### config.mk
export PLATFORM = sky130hd
export DESIGN_NAME = alu_seq_ctrl
export DESIGN_NICKNAME = d
export VERILOG_FILES = /design/src/rtl/alu_seq_pkg.sv /design/src/rtl/alu_seq_ctrl_core.sv /design/src/rtl/alu_seq_ctrl.sv
export SDC_FILE = /design/constraint.sdc
export NUM_CORES = 1
export LEC_CHECK = 0
export ABC_AREA = 0
export CORE_MARGIN = 10
export CORE_UTILIZATION = 30
export CTS_CLUSTER_SIZE = 30
export DETAILED_ROUTE_END_ITERATION = 12
export MAX_ROUTING_LAYER = met4
export SETUP_SLACK_MARGIN = 0.15
export SLEW_MARGIN = 20
export SYNTH_ARGS = -nofsm -noshare
export SYNTH_HDL_FRONTEND = slang
export SYNTH_SLANG_ARGS = --single-unit
### constraint.sdc
create_clock -name clk -period 2.45 [get_ports clk]
set_input_delay 0.735 -clock clk [delete_from_list [all_inputs] [get_ports clk]]
set_output_delay 0.735 -clock clk [all_outputs]
set_load 0.005 [all_outputs]
### src/rtl/alu_seq_pkg.sv
// alu_seq_pkg: shared opcode/state types and defaults for the ALU command front end
package alu_seq_pkg;

    typedef enum logic [2:0] {
        OP_ADD,
        OP_SUB,
        OP_AND,
        OP_OR,
        OP_XOR,
        OP_SHL,
        OP_SHR,
        OP_NOT
    } op_e;

    typedef enum logic [2:0] {
        S_IDLE,
        S_GET_A,
        S_GET_B,
        S_EXEC,
        S_DONE
    } state_e;

    localparam int SYNC_STAGES_DEF = 2;
    localparam int TIMEOUT_CYC_DEF = 255;

endpackage

### src/rtl/alu_seq_ctrl_core.sv
// alu_core: combinational 8-bit ALU returning result, carry/borrow/shift-out and zero
module alu_core
    import alu_seq_pkg::*;
(
    input  op_e        op,
    input  logic [7:0] a,
    input  logic [7:0] b,
    output logic [7:0] r,
    output logic       c,
    output logic       z
);

    always_comb begin
        r = '0;
        c = 1'b0;
        case (op)
            OP_ADD:  {c, r} = {1'b0, a} + {1'b0, b};
            OP_SUB:  {c, r} = {1'b0, a} - {1'b0, b};
            OP_AND:  r = a & b;
            OP_OR:   r = a | b;
            OP_XOR:  r = a ^ b;
            OP_SHL:  {c, r} = {a, 1'b0};
            OP_SHR:  {r, c} = {1'b0, a};
            OP_NOT:  r = ~a;
            default: r = '0;
        endcase
    end

    assign z = (r == 8'h00);

endmodule

### src/rtl/alu_seq_ctrl.sv
// alu_seq_ctrl: 3-byte command sequencer with async strobe/ack handshake around alu_core
module alu_seq_ctrl
    import alu_seq_pkg::*;
#(
    parameter int SYNC_STAGES = SYNC_STAGES_DEF,
    parameter int TIMEOUT_CYC = TIMEOUT_CYC_DEF
) (
    input  logic       clk,
    input  logic       rst_n,
    input  logic       ena,
    input  logic       wr_strobe,
    input  logic [7:0] wr_data,
    input  logic       rd_ack,
    output logic       busy,
    output logic       res_valid,
    output logic [7:0] res_data,
    output logic       flag_zero,
    output logic       flag_carry,
    output logic       err_timeout
);

    localparam int CW = $clog2(TIMEOUT_CYC + 1);

    // bit 0 carries wr_strobe, bit 1 carries rd_ack through identical sync chains
    logic [SYNC_STAGES-1:0][1:0] sync;
    logic [1:0]    sync_d;
    logic          stb_p, ack_p;
    state_e        state, state_n;
    logic [CW-1:0] cnt, cnt_n;
    op_e           op, op_n;
    logic [7:0]    a, a_n, b, b_n, r, res_data_n;
    logic          c, z, zero_n, carry_n, valid_n, err_n;

    assign {ack_p, stb_p} = sync[SYNC_STAGES-1] & ~sync_d;
    assign busy = (state == S_GET_A) || (state == S_GET_B) || (state == S_EXEC);

    alu_core u_core (.op(op), .a(a), .b(b), .r(r), .c(c), .z(z));

    always_ff @(posedge clk or negedge rst_n) begin
        if (!rst_n) begin
            sync        <= '0;
            sync_d      <= '0;
            state       <= S_IDLE;
            cnt         <= '0;
            op          <= OP_ADD;
            a           <= '0;
            b           <= '0;
            res_data    <= '0;
            flag_zero   <= 1'b0;
            flag_carry  <= 1'b0;
            res_valid   <= 1'b0;
            err_timeout <= 1'b0;
        end else begin
            sync        <= {sync[SYNC_STAGES-2:0], rd_ack, wr_strobe};
            sync_d      <= sync[SYNC_STAGES-1];
            state       <= state_n;
            cnt         <= cnt_n;
            op          <= op_n;
            a           <= a_n;
            b           <= b_n;
            res_data    <= res_data_n;
            flag_zero   <= zero_n;
            flag_carry  <= carry_n;
            res_valid   <= valid_n;
            err_timeout <= err_n;
        end
    end

    // counter defaults to zero so it is clear on every entry into GET_A/GET_B
    always_comb begin
        state_n    = state;
        cnt_n      = '0;
        op_n       = op;
        a_n        = a;
        b_n        = b;
        res_data_n = res_data;
        zero_n     = flag_zero;
        carry_n    = flag_carry;
        valid_n    = res_valid;
        err_n      = 1'b0;
        if (!ena) begin
            state_n = S_IDLE;
            valid_n = 1'b0;
        end else begin
            case (state)
                S_IDLE: if (stb_p) begin
                    op_n    = op_e'(wr_data[2:0]);
                    state_n = S_GET_A;
                end
                S_GET_A, S_GET_B: begin
                    if (stb_p) begin
                        if (state == S_GET_A) begin
                            a_n     = wr_data;
                            state_n = S_GET_B;
                        end else begin
                            b_n     = wr_data;
                            state_n = S_EXEC;
                        end
                    end else if (cnt == CW'(TIMEOUT_CYC)) begin
                        state_n = S_IDLE;
                        op_n    = OP_ADD;
                        a_n     = '0;
                        b_n     = '0;
                        err_n   = 1'b1;
                    end else begin
                        cnt_n = cnt + CW'(1);
                    end
                end
                S_EXEC: begin
                    res_data_n = r;
                    zero_n     = z;
                    carry_n    = c;
                    valid_n    = 1'b1;
                    state_n    = S_DONE;
                end
                S_DONE: if (stb_p) begin
                    op_n    = op_e'(wr_data[2:0]);
                    valid_n = 1'b0;
                    state_n = S_GET_A;
                end else if (ack_p) begin
                    valid_n = 1'b0;
                    state_n = S_IDLE;
                end
                default: state_n = S_IDLE;
            endcase
        end
    end

endmodule

==> run metrics <==
status=completed; CP Capture Type=flop; Post-Synth Simple-Gate Area=19.0%; crit path max fanout=2; fin cells=555; startpoint types=flop; share of cells above drive strength 1=27.5%; DR vias/cell=5.10; Port-buffer cells=25; CP Class=flop to flop; syn_nets=391; Layout area overhead=28.8%; most frequent cells after synthesis=dfrtp_1, nor2_1, nand2_1; final setup fails=0; Detailed Route WL=9.12 mm; Post-Synth XOR/XNOR Area=2.65%; number of synthesized flops with an enable pin=0; vias=2831; Die Ht=125 µm; Post-synth top flop=dfrtp_1; critical path's slowest cell=fa_2; final setup skew=0.0118 ns; Cells after DPL=537; # IOs=26; Row Count=38; pin count of the biggest net entering global routing=26; Die X-Extent=125 µm; fraction of registers with async set/reset=100%; count leader, synth=dfrtp_1; largest family of logic cells by synthesized area=simple AND/OR/NAND/NOR gates; Syn Area/Cell=9.41 µm²; vias in the first global route=2913; Initial Util=30.6%; Antenna Nets Post-Route=0; Root Buffer=clkbuf_8; cell depth of the worst flop-to-flop path=11; Tightest Hold Check Type=flop to flop; largest area contributor in the netlist=dfrtp_1; Tmin final=2.33 ns; RSZ-0062 raised after global routing=yes; FF-to-FF End=flag_zero; Fmax=429 MHz; Netlist cell types=62; worst skew pair latency=0.31 ns; Synth Instances=351; Worst R2R Start=a[0]; storage element area=1200 µm²; H-tree depth=2; global route overflow=0; die area=15600 µm²; Cell Area, Synth=3300 µm²; leakage power=1.85 nW; synth warn=0; synthesized flop and latch total=48; Max clock buf depth=2; Slew Viols, Final=0; CTS sink cnt=48; total negative slack=0 ns; Worst R2R Setup Slack=0.12 ns; Seq/Total Area, Yosys=36.4%; Synth Area in Compound Gates=17.7%; First-pass DRT Iterations=4; DR WL/cell=16.4 µm; MaxCap Viol Count=0; initial antenna violation count=0; Synth Area in Adders=10.7%; Layout fillers=1062; hold endpoint=sync[2]; final hold violations=0; total track usage=11.7%; P per Cell Area=630 nW/µm²; worst hold margin=0.360 ns; DR iter-0 viols=166; ANT cells=0; clk slew on worst S/H paths=0.10 ns; core footprint=10800 µm²; worst vdd ir=252 µV; worst path arrival time=2.59 ns; worst-margin pin slew=0.596 ns; first-pass GRT wire length=14.9 mm; final-stage net count=454; Post-CTS Hold Buffers=0; synth top area cells=dfrtp_1, ha_1, mux2_2; period utilization=95.2%; Worst EP required=2.71 ns; relative slew slack=60.3%; worst path cell trace=inv_2, ha_4, inv_1, fa_2, nor2_1, a21oi_1, a221o_1, o22ai_2, and3_1, and4_1, a32o_2; Final GP Congestion=0.946; Num CTS Buffers=5; area fraction of the dominant cell type after synthesis=36.4%; critical path's largest stage delay=0.44 ns; worst hold path depth=0; CTS tree=yes; post-synthesis mux area share=8.03%; detailed-route DRC error count=0; Worst Min Path Start=sync[0]; Multi-input gate area=2070 µm²; dpl hpwl=6.72 mm
where the power goes:
group / total, mW / internal (mW) / switching (mW)
combinational: 1.19 / 0.571 / 0.620
sequential: 0.963 / 0.867 / 0.0951
clock: 0.525 / 0.232 / 0.294
worst max path at each step:
stage | start | endpoint | slack (ns)
global route | a[1] | flag_zero | 0.02
detailed placement | ena | flag_zero | -0.05
global placement | a[0] | flag_zero | 0.01
CTS | a[3] | flag_zero | 0.15
floorplan | a[0] | flag_zero | 0.20
finish | a[0] | flag_zero | 0.12
flip-flops by register name, summed over array words and instances (netlist names), 2 cells and up:
signal and cells:
cnt 8, op 3, b 8, sync_d 2
res_data 8, a 8, state 3, sync 4
cells by family (layout without fill, tap and decap cells):
family / Yosys count / in the layout
xor gates and xnor gates: 10 / 10
AOI/OAI and AO/OA: 85 / 85
buffers and inverters: 36 / 100
muxes: 23 / 23
and+or+nand+nor: 122 / 122
adders and majority gates: 27 / 27
DFF: 48 / 48
per-layer routing:
metal  global-route usage, %  wire (µm)  up-vias
li1                        -          -     1363
met1                    14.2       4150     1364
met2                    19.3       4320       84
met3                    2.15        472       20
met4                    3.39        172        0
met5                       -          0        -
repair_timing:
action                                  in CTS  in global routing
gates resized for setup                     22                 15
endpoints found under the hold margin        0                  0
endpoints found under the setup margin       2                 19
buffers inserted                             8                  2
pin swaps                                   15                 12
cell usage in the layout, fill, tap and decap left out, types with 3 or more instances in the layout:
cell type and instances:
a211oi_1 4, a21o_1 5, a21oi_1 16, a22oi_1 6
and2_1 10, and2b_1 3, buf_12 3, buf_4 35
buf_6 4, clkbuf_8 6, clkdlybuf4s50_1 24, dfrtp_1 46
ha_1 17, ha_2 3, ha_4 5, inv_1 18
inv_2 7, mux2_2 17, mux2i_1 4, nand2_1 30
nand2b_1 5, nand3_1 14, nor2_1 29, nor2b_1 5
nor3_1 3, o21a_1 3, o21ai_0 18, xnor2_1 6
xor2_1 4
per-stage QoR:
stage / power (mW) / worst slack, ns / cell area (µm²) / utilization, %
4_1_cts: 2.64 / 0.154 / 4160 / 38.5
6_report: 2.68 / 0.117 / 4250 / 39.4
2_1_floorplan: 1.63 / 0.205 / 3300 / -
5_1_grt: 2.83 / 0.0187 / 4250 / 39.4
3_3_place_gp: 2.03 / 0.00978 / 3910 / 36.3
3_5_place_dp: 2.03 / -0.0528 / 3910 / 36.3
critical path, delay by kind of cell, from the launching register on:
family                     cells  cell delay (ns)
AOI/OAI and AO/OA              4             0.65
adders and majority gates      2             0.60
buffers and inverters          2             0.15
DFF                            1             0.39
and+or+nand+nor                3             0.49
final cells by class:
class	count	share of cell area, %
clock inverter	2	0.324
timing repair buffer	67	14.4
clock buffer	6	1.94
inverter	25	2.21
sequential	48	28.3
multi-input combinational	267	48.7
tap	140	4.12
Note: power is estimated with default switching activity, not from simulation.
